$ cat config.mk
export PLATFORM = sky130hd
export DESIGN_NAME = lsu_mem_stage
export DESIGN_NICKNAME = d
export VERILOG_FILES = /design/src/rtl/lsu_mem_stage_pkg.sv /design/src/rtl/lsu_mem_stage_lane.sv /design/src/rtl/lsu_mem_stage.sv
export SDC_FILE = /design/constraint.sdc
export NUM_CORES = 1
export LEC_CHECK = 0
export ABC_AREA = 1
export CAP_MARGIN = 30
export CORE_ASPECT_RATIO = 1.5
export CORE_MARGIN = 10
export CORE_UTILIZATION = 50
export DETAILED_ROUTE_END_ITERATION = 7
export PLACE_DENSITY = 0.8
export SETUP_SLACK_MARGIN = 0.15
export SYNTH_ARGS = -nofsm -noshare
export SYNTH_HDL_FRONTEND = slang
export SYNTH_SLANG_ARGS = --single-unit
$ cat constraint.sdc
create_clock -name clk_i -period 2.46 [get_ports clk_i]
set_input_delay 0.738 -clock clk_i [delete_from_list [all_inputs] [get_ports clk_i]]
set_output_delay 0.738 -clock clk_i [all_outputs]
set_load 0.005 [all_outputs]
$ cat src/rtl/lsu_mem_stage_pkg.sv
// lsu_mem_stage_pkg: shared definitions for the memory-stage load/store unit.
// Holds the address/data width defaults, the access-size encodings, the FSM
// state codes and small helpers for lane alignment.
`ifndef ISIZE
`define ISIZE 32
`endif
`ifndef DSIZE
`define DSIZE 32
`endif

package lsu_mem_stage_pkg;

    // Access size encodings carried on req_size; 2'b11 behaves as a word
    localparam logic [1:0] SZ_BYTE = 2'b00;
    localparam logic [1:0] SZ_HALF = 2'b01;
    localparam logic [1:0] SZ_WORD = 2'b10;

    // Sequencer states
    typedef enum logic [2:0] {
        ST_IDLE     = 3'd0,
        ST_RD_ISSUE = 3'd1,
        ST_LD_WAIT  = 3'd2,
        ST_MERGE    = 3'd3,
        ST_WR       = 3'd4
    } lsu_state_e;

    // Word accesses are any size with the upper encoding bit set
    function automatic logic is_word(input logic [1:0] size);
        return size[1];
    endfunction

    // A half needs an even address, a word needs a word-aligned address
    function automatic logic is_misaligned(input logic [1:0] size,
                                           input logic [1:0] off);
        logic mis;
        case (size)
            SZ_BYTE: mis = 1'b0;
            SZ_HALF: mis = off[0];
            default: mis = (off != 2'b00);
        endcase
        return mis;
    endfunction

    // Clear the low address bits that would make an access misaligned
    function automatic logic [1:0] align_offset(input logic [1:0] size,
                                                input logic [1:0] off);
        logic [1:0] res;
        case (size)
            SZ_BYTE: res = off;
            SZ_HALF: res = {off[1], 1'b0};
            default: res = 2'b00;
        endcase
        return res;
    endfunction

endpackage

$ cat src/rtl/lsu_mem_stage_lane.sv
// lsu_lane: little-endian byte-lane steering for the load/store unit.
// Extracts and sign/zero-extends the addressed lane for loads, and merges the
// store lane into a read word for read-modify-write stores.
module lsu_lane
    import lsu_mem_stage_pkg::*;
#(
    parameter int DW = 32
) (
    input  logic [1:0]    size_i,
    input  logic [1:0]    offset_i,
    input  logic          unsigned_i,
    input  logic [DW-1:0] rdata_i,
    input  logic [DW-1:0] wdata_i,
    output logic [DW-1:0] load_data_o,
    output logic [DW-1:0] merge_data_o
);

    logic [7:0]  byteLane;
    logic [15:0] halfLane;

    // Pick the addressed lane out of the read word and extend it to full width
    always_comb begin
        byteLane    = rdata_i[{offset_i, 3'b000} +: 8];
        halfLane    = rdata_i[{offset_i[1], 4'b0000} +: 16];
        load_data_o = rdata_i;
        case (size_i)
            SZ_BYTE: load_data_o = unsigned_i ? {{(DW-8){1'b0}}, byteLane}
                                              : {{(DW-8){byteLane[7]}}, byteLane};
            SZ_HALF: load_data_o = unsigned_i ? {{(DW-16){1'b0}}, halfLane}
                                              : {{(DW-16){halfLane[15]}}, halfLane};
            default: load_data_o = rdata_i;
        endcase
    end

    // Overwrite only the addressed lane of the read word with the store data
    always_comb begin
        merge_data_o = rdata_i;
        case (size_i)
            SZ_BYTE: merge_data_o[{offset_i, 3'b000} +: 8]     = wdata_i[7:0];
            SZ_HALF: merge_data_o[{offset_i[1], 4'b0000} +: 16] = wdata_i[15:0];
            default: merge_data_o = wdata_i;
        endcase
    end

endmodule

$ cat src/rtl/lsu_mem_stage.sv
// lsu_mem_stage: memory-stage load/store unit in front of a word-addressed
// data memory that has no byte enables, so byte/half stores are done as
// read-modify-write. One request is in flight at a time.
// Build macro LSU_MISALIGN_TRAP_EN: when defined, misaligned requests get an
// immediate misalign response with no memory access; otherwise the offending
// low address bits are cleared and the access proceeds.
`ifndef ISIZE
`define ISIZE 32
`endif
`ifndef DSIZE
`define DSIZE 32
`endif

module lsu_mem_stage
    import lsu_mem_stage_pkg::*;
#(
    parameter int AW = `ISIZE,
    parameter int DW = `DSIZE
) (
    input  logic          clk_i,
    input  logic          rst_i,
    input  logic          req_valid_i,
    output logic          req_ready_o,
    input  logic          req_we_i,
    input  logic [1:0]    req_size_i,
    input  logic          req_unsigned_i,
    input  logic [AW-1:0] req_addr_i,
    input  logic [DW-1:0] req_wdata_i,
    input  logic [4:0]    req_rd_i,
    output logic          resp_valid_o,
    output logic [4:0]    resp_rd_o,
    output logic [DW-1:0] resp_data_o,
    output logic          misalign_o,
    output logic          dm_wen_o,
    output logic          dm_ren_o,
    output logic [AW-1:0] dm_addr_o,
    output logic [DW-1:0] dm_wdata_o,
    input  logic [DW-1:0] dm_rdata_i
);

    lsu_state_e    state_q, state_d;

    logic [AW-1:0] addr_q;
    logic [1:0]    size_q;
    logic [DW-1:0] wdata_q;
    logic [4:0]    rd_q;
    logic          we_q;
    logic          unsigned_q;

    logic          accept;
    logic          trapTake;
    logic [AW-1:0] alignedAddr;
    logic [AW-1:0] curAddr;
    logic [DW-1:0] laneLoad;
    logic [DW-1:0] laneMerge;

    logic          dmRen_q, dmRen_d;
    logic          dmWen_q, dmWen_d;
    logic [AW-1:0] dmAddr_q, dmAddr_d;
    logic [DW-1:0] dmWdata_q, dmWdata_d;
    logic          respValid_q, respValid_d;
    logic [4:0]    respRd_q, respRd_d;
    logic [DW-1:0] respData_q, respData_d;
`ifdef LSU_MISALIGN_TRAP_EN
    logic          misalign_q, misalign_d;
`endif

    assign req_ready_o = (state_q == ST_IDLE) & ~rst_i;
    assign accept      = req_valid_i & req_ready_o;
    assign alignedAddr = {req_addr_i[AW-1:2], align_offset(req_size_i, req_addr_i[1:0])};
    // On the accept edge the captured address is not yet registered
    assign curAddr     = (state_q == ST_IDLE) ? alignedAddr : addr_q;

`ifdef LSU_MISALIGN_TRAP_EN
    assign trapTake = accept & is_misaligned(req_size_i, req_addr_i[1:0]);
`else
    assign trapTake = 1'b0;
`endif

    lsu_lane #(.DW(DW)) u_lane (
        .size_i       (size_q),
        .offset_i     (addr_q[1:0]),
        .unsigned_i   (unsigned_q),
        .rdata_i      (dm_rdata_i),
        .wdata_i      (wdata_q),
        .load_data_o  (laneLoad),
        .merge_data_o (laneMerge)
    );

    // Capture the request fields when it is accepted
    always_ff @(posedge clk_i) begin
        if (rst_i) begin
            addr_q     <= '0;
            size_q     <= SZ_BYTE;
            wdata_q    <= '0;
            rd_q       <= '0;
            we_q       <= 1'b0;
            unsigned_q <= 1'b0;
        end else if (accept) begin
            addr_q     <= alignedAddr;
            size_q     <= req_size_i;
            wdata_q    <= req_wdata_i;
            rd_q       <= req_rd_i;
            we_q       <= req_we_i;
            unsigned_q <= req_unsigned_i;
        end
    end

    // State register; reset abandons any sequence in progress
    always_ff @(posedge clk_i) begin
        if (rst_i) begin
            state_q <= ST_IDLE;
        end else begin
            state_q <= state_d;
        end
    end

    // Next state: loads and sub-word stores read first, word stores write directly
    always_comb begin
        state_d = state_q;
        case (state_q)
            ST_IDLE: begin
                if (accept && !trapTake) begin
                    if (req_we_i && is_word(req_size_i)) begin
                        state_d = ST_WR;
                    end else begin
                        state_d = ST_RD_ISSUE;
                    end
                end
            end
            ST_RD_ISSUE: state_d = we_q ? ST_MERGE : ST_LD_WAIT;
            ST_LD_WAIT:  state_d = ST_IDLE;
            ST_MERGE:    state_d = ST_WR;
            ST_WR:       state_d = ST_IDLE;
            default:     state_d = ST_IDLE;
        endcase
    end

    // Next values of the registered outputs, derived from the state being entered
    always_comb begin
        dmRen_d     = (state_d == ST_RD_ISSUE);
        dmWen_d     = (state_d == ST_WR);
        dmAddr_d    = '0;
        dmWdata_d   = '0;
        respValid_d = 1'b0;
        respRd_d    = '0;
        respData_d  = '0;
`ifdef LSU_MISALIGN_TRAP_EN
        misalign_d  = 1'b0;
`endif
        if (dmRen_d || dmWen_d) begin
            dmAddr_d = curAddr >> 2;
        end
        if (dmWen_d) begin
            dmWdata_d = (state_q == ST_MERGE) ? laneMerge : req_wdata_i;
        end
        if (state_q == ST_LD_WAIT) begin
            respValid_d = 1'b1;
            respRd_d    = rd_q;
            respData_d  = laneLoad;
        end
`ifdef LSU_MISALIGN_TRAP_EN
        if (trapTake) begin
            respValid_d = 1'b1;
            respRd_d    = req_rd_i;
            misalign_d  = 1'b1;
        end
`endif
    end

    // Output registers, cleared by reset
    always_ff @(posedge clk_i) begin
        if (rst_i) begin
            dmRen_q     <= 1'b0;
            dmWen_q     <= 1'b0;
            dmAddr_q    <= '0;
            dmWdata_q   <= '0;
            respValid_q <= 1'b0;
            respRd_q    <= '0;
            respData_q  <= '0;
        end else begin
            dmRen_q     <= dmRen_d;
            dmWen_q     <= dmWen_d;
            dmAddr_q    <= dmAddr_d;
            dmWdata_q   <= dmWdata_d;
            respValid_q <= respValid_d;
            respRd_q    <= respRd_d;
            respData_q  <= respData_d;
        end
    end

`ifdef LSU_MISALIGN_TRAP_EN
    // Misalign flag accompanies the trap response
    always_ff @(posedge clk_i) begin
        if (rst_i) begin
            misalign_q <= 1'b0;
        end else begin
            misalign_q <= misalign_d;
        end
    end
    assign misalign_o = misalign_q & ~rst_i;
`else
    assign misalign_o = 1'b0;
`endif

    // Outputs are forced low during reset so memory sees no strobe while it initialises
    assign dm_ren_o     = dmRen_q & ~rst_i;
    assign dm_wen_o     = dmWen_q & ~rst_i;
    assign dm_addr_o    = rst_i ? '0 : dmAddr_q;
    assign dm_wdata_o   = rst_i ? '0 : dmWdata_q;
    assign resp_valid_o = respValid_q & ~rst_i;
    assign resp_rd_o    = rst_i ? '0 : respRd_q;
    assign resp_data_o  = rst_i ? '0 : respData_q;

endmodule

==> Word-level counts from Yosys, hierarchy flattened <==
Cells that the tools add are included.
W data, S select, Z words.
{ "totals": {"reg_bits": 180, "input_bits": 108} }
{ "classes": {"n_shift": 6, "n_addsub": 2, "eq_ne": 7, "reduce_logical": 8, "muxes": 18, "bitwise": 9} }
{ "op_table": {"columns": ["operator", "count"], "rows": [
  ["$mux W32", 7],
  ["$pmux W32 S2", 2],
  ["$bwmux W32", 2],
  ["$shift A16 B7 Y32 const A", 1],
  ["$shift A8 B7 Y32 const A", 1],
  ["$shiftx A16 B7 Y32", 1],
  ["$shiftx A32 B6 Y16", 1],
  ["$shiftx A32 B6 Y8", 1],
  ["$shiftx A8 B7 Y32", 1],
  ["$neg A5 Y7", 2],
  ["$pmux W3 S3", 1],
  ["$eq A3 B1 Y1 const B", 2],
  ["$eq A3 B2 Y1 const B", 2],
  ["$mux W3", 2],
  ["$reduce_or A2 Y1", 3],
  ["$and A1 B1 Y1", 5],
  ["$mux W5", 1],
  ["$eq A2 B1 Y1 const B", 2],
  ["$logic_not A2 Y1", 2],
  ["$not A1 Y1", 4],
  ["$pmux W2 S2", 1],
  ["$eq A3 B3 Y1 const B", 1],
  ["$logic_not A3 Y1", 1],
  ["$mux W1", 2],
  ["2 further kinds", 2]
]} }

==> Logic depth before layout (Yosys ltp) <==
Gate-level depths: netlist (run 1).
{ "logic_depth": {"ltp_word": 9, "ltp_mapped": 11, "depth_no_buf": 9} }

==> Cells and area by module <==
From an unflattened synthesis (run 1), not the netlist that was laid out.
{ "hier_totals": {"cells_unflattened": 1344, "hier_area_um2": 8998.6} }
{ "by_module_without_submodules": {"columns": ["mod", "cells_per_inst", "area_per_inst_um2", "n_inst"], "rows": [
  ["lsu_mem_stage", 940, 7158.1, 1],
  ["lsu_lane", 404, 1840.5, 1]
]} }

==> Worst setup path after synthesis (run 1) <==
No wires, ideal clock.
{ "synth_path": {"path_type": "input -> output", "start": "in rst_i", "end": "out dm_wdata_o[26]", "arrival_time_ns": 1.586, "slack_ns": 0.136, "cell_stages": 4, "cell_sequence": "buf_2 > clkbuf_1 > clkbuf_1 > nor2_1"} }
{ "synth_between": {"elab_chain_cells": 1} }
{ "synth_rtl": {"columns": ["item", "line_no", "rtl"], "rows": [
  ["from (decl)", "lsu_mem_stage.sv:21", "input logic rst_i,"],
  ["$mux W32", "lsu_mem_stage.sv:210", "assign dm_wdata_o = rst_i ? '0 : dmWdata_q;"],
  ["to (decl)", "lsu_mem_stage.sv:37", "output logic [DW-1:0] dm_wdata_o,"]
]} }
No other way between the ends.

==> Worst setup path in the final report (run 1) <==
{ "layout_path": {"start": "in rst_i", "end": "out dm_addr_o[14]"} }
{ "layout_between": {"elab_chain_cells": 1} }
{ "layout_rtl": {"columns": ["item", "line_no", "rtl"], "rows": [
  ["$mux W32", "lsu_mem_stage.sv:209", "assign dm_addr_o = rst_i ? '0 : dmAddr_q;"],
  ["to (decl)", "lsu_mem_stage.sv:36", "output logic [AW-1:0] dm_addr_o,"]
]} }
No other way between the ends.

==> results of run 1 <==
-- through the flow --
| stage | instances | power, uW |
|---|---|---|
| 5_1_grt | 1841 | 7100 |
| 2_1_floorplan | 1431 | 3690 |
| 4_1_cts | 1837 | 6850 |
| 6_report | 1841 | 6850 |
| 3_3_place_gp | 1805 | 4140 |
| 3_5_place_dp | 1805 | 4150 |
-- flip-flops by register name, summed over array words and instances (netlist names) --
name         cells
we_q             1
dmWdata_q       32
rd_q             5
dmAddr_q        30
addr_q          32
respRd_q         5
dmRen_q          1
size_q           2
dmWen_q          1
wdata_q         32
respValid_q      1
state_q          3
unsigned_q       1
respData_q      32
-- kinds of logic (layout without fill, tap and decap cells) --
family                     after synthesis  count (layout)
adders and majority gates                5               5
buffers and inverters                  292             485
AOI/OAI and AO/OA                      212             212
other                                    1               3
DFF                                    178             178
and+or+nand+nor                        741             741
-- metal layers --
| metal | GRT usage | routed length [um] |
|---|---|---|
| met3 | 0.0529 | 1920 |
| met4 | 0.113 | 1370 |
| met5 | 0 | 0 |
| met1 | 0.260 | 11700 |
| met2 | 0.451 | 16100 |
-- synth_stat cells --
library cell    n  area [um^2]
nor3_1          1         5.00
clkbuf_2        2         10.0
o211ai_1       31          233
nand2_2         3         18.8
a21oi_1        92          460
dfxtp_1       178         3560
nor2_2          2         12.5
nor2_4          2         22.5
buf_4           5         37.5
inv_1         192          721
buf_1           2         7.51
clkinv_1        4         15.0
o21ai_1         1         5.00
or2_1           5         31.3
buf_2          22          110
conb_1          1         3.75
nand2_1       261          980
nand3b_1        8         60.1
ha_1            5         62.6
inv_2           5         18.8
o21ai_0        87          435
nand3_1       108          541
buf_6           4         45.0
nor2_1        313         1170
nand4_1        10         62.6
and3_1          1         6.26
a22oi_1         1         7.51
clkbuf_1       56          210
or2_0           4         25.0
or2_2          23          144
-- layout make-up --
type | instances | area [um^2]
Sequential cell | 178 | 3570
Tap cell | 217 | 272
Inverter | 201 | 754
Fill cell | 1564 | 5690
Multi-Input combinational cell | 961 | 4340
Timing Repair Buffer | 252 | 2660
Clock inverter | 15 | 166
Clock buffer | 17 | 425
-- critical path, stage by stage --
cell and delay, ps:
buf_8 160, buf_16 220, nor2_1 80, dlygate4sd2_1 280
-- power groups by stage --
stage | clock network (uW) | logic (uW) | registers [uW]
floorplan | 0 | 579 | 3110
detailed placement | 0 | 1020 | 3130
global route | 2850 | 1170 | 3080
CTS | 2770 | 1020 | 3070
global placement | 0 | 1010 | 3130
finish | 2730 | 1060 | 3070
-- worst max-delay path by stage --
stage,slack [ps],to,startpoint,cells past startpoint
after floorplan,140,dm_wdata_o[26],rst_i,4
after global placement,0.9,dm_addr_o[2],rst_i,4
after detailed placement,-50,dm_wdata_o[28],rst_i,4
after CTS,-10,dm_wdata_o[30],rst_i,4
after global routing,160,dm_addr_o[14],rst_i,4
final,200,dm_addr_o[14],rst_i,4
-- what timing repair did --
item | 4_1_cts | 5_1_grt
buffers inserted | 0 | 0
gates cloned | 0 | 4
setup endpoints to repair | 103 | 60
gates resized for setup | 46 | 77
==> results.sh, run 1 <==
export IMPL_status="finished clean"
export IMPL_path_class="primary input to output pin"
export IMPL_synth_cells=1429
export IMPL_ys_seq_area_frac=0.395
export IMPL_htreeDepth=4
export IMPL_finalWorstSetupSlack_ps=199
export IMPL_reg2reg_depth=6
export IMPL_worst_hold_path_type="register to register"
export IMPL_hold_violations=0
export IMPL_clk_pin_slew_ps=80
export IMPL_hold_slack_ps=437
export IMPL_synth_compound_area_frac=0.126
export IMPL_synthXorXnorAreaFrac=0
export IMPL_synth_area_um2=9030
export IMPL_io_buffer_count=210
export IMPL_final_layout_size_suffix_gt1_frac=0.0776
export IMPL_areaGrowthSynthToFinish_pct=34.9
export IMPL_grt_ovfl_total=0
export IMPL_nets=1724
export IMPL_ctsHoldBuffers=0
export IMPL_path_max_fanout=41
export IMPL_slew_violations=0
export IMPL_avgSynthCellArea_um2=6.32
export IMPL_setup_viol=0
export IMPL_crit_required_ps=1720
export IMPL_grt_util_all_layers=0.246
export IMPL_wire_per_inst_um=16.9
export IMPL_min_path_cells=2
export IMPL_drv_cap=0
export IMPL_design_area_um2=12200
export IMPL_max_freq_mhz=442
export IMPL_hold_path_endpoint="respRd_q[4]"
export IMPL_synth_fa_ha_area_frac=0.00693
export IMPL_rows=60
export IMPL_post_route_period_util=0.919
export IMPL_cts_buffers=17
export IMPL_clk_path_buf_depth=2
export IMPL_die_x_um=130
export IMPL_cts_sinks=178
export IMPL_p_leak_uw=0.00631
export IMPL_startpoint_type="primary input"
export IMPL_critPathCaptureType="output pin"
export IMPL_power_density_nw_per_um2=563
export IMPL_grt_max_degree=80
export IMPL_fin_util=0.682
export IMPL_io_pin_count=214
export IMPL_worst_pin_slew_ps=746
export IMPL_num_antenna_cells=0
export IMPL_start_util=0.505
export IMPL_ant_nets=0
export IMPL_synth_simple_area_share=0.341
export IMPL_crit_arrival_ps=1520
export IMPL_clockPowerShare=0.398
export IMPL_clkLatencyLatePin_ps=430
export IMPL_slew_limit_headroom=0.503
export IMPL_place_area_um2=11400
export IMPL_rsz0062_at_grt="false"
export IMPL_synthMuxAreaShare=0
export IMPL_antenna_found_initial=0
export IMPL_layout_common_cells="301 x nor2_1, 261 x nand2_1, 191 x inv_1"
export IMPL_drc=0
export IMPL_wl_um=31100
export IMPL_p_seq_frac=0.448
export IMPL_dp_slack_ps=-47.6
export IMPL_die_area_um2=23900
export IMPL_r2r_slack_ps=460
export IMPL_first_pass_iters=5
export IMPL_finalCriticalPeriod_ps=2260
export IMPL_yosysWarnings=0
export IMPL_core_area_um2=17900
export IMPL_gp_congestion=0.957
export IMPL_min_delay_start="rd_q[4]"
export IMPL_final_common_cell="nor2_1"
export IMPL_drtIter0Drc=757
export IMPL_p_comb_frac=0.154
export IMPL_switchingPower_uw=1960
export IMPL_grt_pass1_vias=9112
export IMPL_drt_vias_per_instance=5.18
export IMPL_die_h_um=185
export IMPL_p_int_uw=4890
export IMPL_cts_root_buf="clkbuf_16"
export IMPL_r2r_end="dmWdata_q[8]"
export IMPL_num_vias=9544
export IMPL_vdd_drop_max_uv=480
export IMPL_swShare=0.286
export IMPL_ys_seq_elements=178
export IMPL_r2r_start="addr_q[1]"
export IMPL_cts_tree="done"
export IMPL_fin_skew_ps=10.0
export IMPL_grt_pass1_wl_um=47000
export IMPL_timing_setup_tns_ps=0
export IMPL_synthDistinctLibCells=30
export IMPL_dp_hpwl_um=22300
export IMPL_synth_top_family_by_area="simple AND/OR/NAND/NOR gates"
Note: power is estimated with default switching activity, not from simulation.
==> run 2: changes to the inputs <==
- CORE_MARGIN: 10 -> not set
- SYNTH_HIERARCHICAL: not set -> 1
==> results.sh, run 2 <==
export IMPL_synth_area_um2=9000
export IMPL_clk_path_buf_depth=2
export IMPL_io_pin_count=214
export IMPL_grt_ovfl_total=0
export IMPL_synthDistinctLibCells=33
export IMPL_worst_pin_slew_ps=862
export IMPL_clockPowerShare=0.401
export IMPL_core_area_um2=17500
export IMPL_start_util=0.514
export IMPL_p_comb_frac=0.160
export IMPL_p_int_uw=5120
export IMPL_grt_busiest_layer="met2"
export IMPL_use_met1=0.318
export IMPL_die_x_um=112
export IMPL_yosys_top_cells_count="337 x nand2_1, 237 x inv_1, 230 x nor2_1"
export IMPL_finalWorstSetupSlack_ps=21.3
export IMPL_synth_cells=1344
export IMPL_grt_pass1_wl_um=42100
export IMPL_design_area_um2=12100
export IMPL_rows=59
export IMPL_areaGrowthSynthToFinish_pct=34.0
export IMPL_synth_edf_count=0
export IMPL_cts_root_buf="clkbuf_16"
export IMPL_io_buffer_count=210
export IMPL_drc=13
export IMPL_drv_cap=0
export IMPL_cts_buffers=17
export IMPL_slew_limit_headroom=0.425
export IMPL_path_class="primary input to output pin"
export IMPL_antenna_found_initial=0
export IMPL_clk_pin_slew_ps=70
export IMPL_gr_usage_met2=0.526
export IMPL_crit_arrival_ps=1700
export IMPL_synth_area_leader_cell="dfxtp_1"
export IMPL_max_freq_mhz=410
export IMPL_switchingPower_uw=1920
export IMPL_rsz0062_at_grt="true"
export IMPL_grt_util_all_layers=0.289
export IMPL_synthArstFlopShare=0
export IMPL_num_vias=8716
export IMPL_clkLatencyLatePin_ps=430
export IMPL_p_seq_frac=0.438
export IMPL_worst_path_max_delay_cell="clkdlybuf4s50_1"
export IMPL_worst_path_largest_cell_delay_ps=510
export IMPL_vdd_drop_max_uv=543
export IMPL_drtIter0Drc=535
export IMPL_yosysWarnings=6
export IMPL_crit_required_ps=1720
export IMPL_wire_per_inst_um=15.3
export IMPL_power_density_nw_per_um2=583
export IMPL_die_area_um2=18500
export IMPL_nets=1650
export IMPL_worst_hold_path_type="register to register"
export IMPL_final_layout_size_suffix_gt1_frac=0.105
export IMPL_crit_chain="buf_12, buf_12, nor2_1, clkdlybuf4s50_1"
export IMPL_cts_sinks=178
export IMPL_startpoint_type="primary input"
export IMPL_slew_violations=0
export IMPL_grt_pass1_vias=8405
export IMPL_finalNonFillerCells=1762
export IMPL_fin_skew_ps=9.77
export IMPL_htreeDepth=4
export IMPL_drt_vias_per_instance=4.95
export IMPL_critical_path_most_common_cell="buf_12"
export IMPL_status="complete, but fails checks"
export IMPL_dp_hpwl_um=18800
export IMPL_grtUsageMet3=0.0515
export IMPL_first_pass_iters=8
export IMPL_synth_flop_cell="dfxtp_1"
export IMPL_synth_area_leaders="dfxtp_1 40%, nand2_1 14%, inv_1 9.9%"
export IMPL_layout_common_cells="337 x nand2_1, 236 x inv_1, 224 x nor2_1"
export IMPL_post_route_period_util=0.991
export IMPL_num_antenna_cells=0
export IMPL_ctsHoldBuffers=0
export IMPL_yosysTopAreaCellShare=0.396
export IMPL_ys_seq_elements=178
export IMPL_cts_tree="done"
export IMPL_violations="design-rule violations"
export IMPL_wl_um=26900
export IMPL_critPathCaptureType="output pin"
export IMPL_place_area_um2=11200
export IMPL_hold_violations=0
export IMPL_avgSynthCellArea_um2=6.70
export IMPL_die_h_um=166
export IMPL_grt_max_degree=95
export IMPL_p_leak_uw=0.00632
export IMPL_place_inst=1718
export IMPL_ys_seq_area_frac=0.396
export IMPL_gp_congestion=0.963
export IMPL_finalCriticalPeriod_ps=2440
export IMPL_final_common_cell="nand2_1"
export IMPL_path_max_fanout=17
export IMPL_yosysMostFrequentCell="nand2_1"
export IMPL_setup_viol=0
export IMPL_ant_nets=0
export IMPL_dp_slack_ps=-59.2
export IMPL_swShare=0.272
==> run 2: final cells by class <==
class | instances | area [um^2]
Fill cell | 1523 | 5440
Tap cell | 213 | 267
Multi-Input combinational cell | 850 | 4100
Clock inverter | 13 | 176
Clock buffer | 18 | 429
Sequential cell | 178 | 3560
Inverter | 242 | 915
Timing Repair Buffer | 248 | 2610
==> run 2: timing repair <==
action                     CTS  global route
buffers inserted             5             3
gates cloned                 3             2
setup endpoints to repair  103            59
gates resized for setup     62            58
==> run 2: per-layer routing <==
metal  wire (um)  part of all wire  vias to the layer above
li1            -                 -                     4403
met1       10500              0.39                     3958
met2       13900              0.52                      289
met3        1300             0.048                       66
met4        1260             0.047                        0
met5           0                 0                        -
==> run 2: logic make-up (layout without fill, tap and decap cells) <==
group | Yosys count | count (layout) | synth area share
buffers and inverters | 318 | 521 | 0.151
muxes | 61 | 61 | 0.0763
other | 1 | 3 | 0.000417
DFF | 178 | 178 | 0.396
adders and majority gates | 5 | 5 | 0.00695
AOI/OAI and AO/OA | 116 | 116 | 0.0669
and+or+nand+nor | 665 | 665 | 0.302
==> run 2: stage by stage <==
stage	total power (uW)	hold WS, ps	util	TNS (ps)
floorplan	3800	416	-	0
global placement	4200	424	0.640	-380
detailed placement	4220	426	0.640	-635
CTS	7040	437	0.679	0
global route	7340	456	0.689	-9.87
finish	7030	437	0.689	0
==> run 2: power groups by stage <==
stage,Combinational (uW),Sequential [uW],Clock (uW)
detailed placement,1070,3150,0
floorplan,679,3120,0
finish,1130,3080,2820
global placement,1060,3140,0
global route,1250,3100,2990
CTS,1110,3080,2850
==> run 2: final timing paths <==
path                            slack (ps)              to  startpoint  cells after the start
worst max register to register         270   dmWdata_q[27]   addr_q[0]                     10
worst min-delay path                   440     respRd_q[2]     rd_q[2]                      2
worst max-delay path                    20  dm_wdata_o[27]       rst_i                      4
worst min register to register         440     respRd_q[2]     rd_q[2]                      2
==> run 2: worst max-delay path: cells and delay by family <==
| family | cells | cell delay (ps) |
|---|---|---|
| buffers and inverters | 3 | 830 |
| AND/OR/NAND/NOR | 1 | 120 |
==> run 3: changes to the inputs <==
- CORE_MARGIN: not set -> 2
==> results.sh, run 3 (synthesis gave the netlist of run 2 again) <==
export IMPL_p_leak_uw=0.00610
export IMPL_grt_max_degree=75
export IMPL_clk_pin_slew_ps=60
export IMPL_first_pass_iters=5
export IMPL_max_freq_mhz=411
export IMPL_critPathCaptureType="output pin"
export IMPL_crit_required_ps=1720
export IMPL_place_area_um2=11200
export IMPL_place_inst=1722
export IMPL_worst_path_largest_cell_delay_ps=500
export IMPL_die_h_um=168
export IMPL_num_antenna_cells=0
export IMPL_finalCriticalPeriod_ps=2430
export IMPL_drv_cap=0
export IMPL_num_vias=8620
export IMPL_grt_pass1_wl_um=40400
export IMPL_slew_violations=0
export IMPL_grt_pass1_vias=8294
export IMPL_clk_path_buf_depth=2
export IMPL_crit_chain="buf_8, clkbuf_16, nor2_1, clkdlybuf4s50_1"
export IMPL_rsz0062_at_grt="true"
export IMPL_clkLatencyLatePin_ps=420
export IMPL_clockPowerShare=0.379
export IMPL_wl_um=26000
export IMPL_wire_per_inst_um=14.8
export IMPL_status="finished clean"
export IMPL_crit_arrival_ps=1690
export IMPL_gp_congestion=0.999
export IMPL_p_comb_frac=0.162
export IMPL_multi_input_comb_area_um2=4090
export IMPL_ant_nets=0
export IMPL_path_class="primary input to output pin"
export IMPL_antenna_found_initial=0
export IMPL_switchingPower_uw=1840
export IMPL_seqCellArea_um2=3560
export IMPL_swShare=0.273
export IMPL_hold_violations=0
export IMPL_worst_pin_slew_ps=809
export IMPL_core_area_um2=17800
export IMPL_io_pin_count=214
export IMPL_setup_viol=0
export IMPL_cts_tree="done"
export IMPL_ctsHoldBuffers=0
export IMPL_dp_hpwl_um=18400
export IMPL_vdd_drop_max_uv=432
export IMPL_hold_slack_ps=434
export IMPL_cts_buffers=17
export IMPL_startpoint_type="primary input"
export IMPL_final_common_cell="nand2_1"
export IMPL_timing_setup_tns_ps=0
export IMPL_p_seq_frac=0.459
export IMPL_design_area_um2=11900
export IMPL_die_x_um=114
export IMPL_p_int_uw=4900
export IMPL_fin_util=0.666
export IMPL_finalNonFillerCells=1758
export IMPL_worst_path_max_delay_cell="clkdlybuf4s50_1"
export IMPL_drt_vias_per_instance=4.90
export IMPL_power_density_nw_per_um2=568
export IMPL_nets=1644
export IMPL_start_util=0.506
export IMPL_final_layout_size_suffix_gt1_frac=0.0986
export IMPL_layout_common_cells="337 x nand2_1, 236 x inv_1, 226 x nor2_1"
export IMPL_worst_hold_path_type="register to register"
export IMPL_drc=0
export IMPL_htreeDepth=4
export IMPL_areaGrowthSynthToFinish_pct=31.7
export IMPL_post_route_period_util=0.988
export IMPL_fill_cells=1575
export IMPL_cts_sinks=178
export IMPL_cts_root_buf="clkbuf_16"
export IMPL_io_buffer_count=210
export IMPL_path_max_fanout=10
export IMPL_fin_skew_ps=7.56
export IMPL_die_area_um2=19100
export IMPL_slew_limit_headroom=0.461
export IMPL_rows=60
export IMPL_drtIter0Drc=498
export IMPL_grt_ovfl_total=0
export IMPL_grt_util_all_layers=0.264
==> run 3: worst paths after layout <==
kind	startpoint	to	slack, ps	cells after the start
min reg2reg	rd_q[3]	respRd_q[3]	430	2
max	rst_i	resp_data_o[4]	30	4
max reg2reg	addr_q[1]	dmWdata_q[13]	370	10
min	rd_q[3]	respRd_q[3]	430	2
==> run 3: timing repair <==
action	CTS	global route
setup buffers	0	3
resized for setup	58	40
setup endpoints to repair	103	51
gates cloned	1	3
==> run 3: layout make-up <==
type / count / area share
clock inverter: 11 / 0.00908
sequential: 178 / 0.301
timing repair buffer: 242 / 0.208
clock buffer: 18 / 0.0370
tap: 217 / 0.0229
multi-input combinational: 850 / 0.345
inverter: 242 / 0.0772
==> run 3: power by group through the flow <==
stage	combinational (uW)	sequential (uW)	clock, uW
floorplan	679	3120	0
global placement	1040	3150	0
detailed placement	1050	3150	0
CTS	1060	3090	2590
global route	1220	3100	2730
finish	1090	3090	2550
==> run 3: routing by layer <==
layer  routed length, um  GRT usage  up-vias  share of wire
met4                1140      0.121        0          0.044
li1                    -          -     4387              -
met3                1370     0.0605       64          0.052
met2               13200      0.469      271           0.51
met5                   0          0        -              0
met1               10300      0.298     3898           0.40
==> run 3: stage by stage <==
step / setup WS [ps] / power (uW)
after floorplan: 184 / 3800
after global placement: 3.18 / 4190
after detailed placement: -47.8 / 4210
after CTS: -1.78 / 6740
after global routing: 9.02 / 7050
final: 28.7 / 6740
==> run 3: critical path, delay by kind of cell <==
kind / cells / cell delay (ps)
buf+inv: 3 / 840
simple gates: 1 / 100
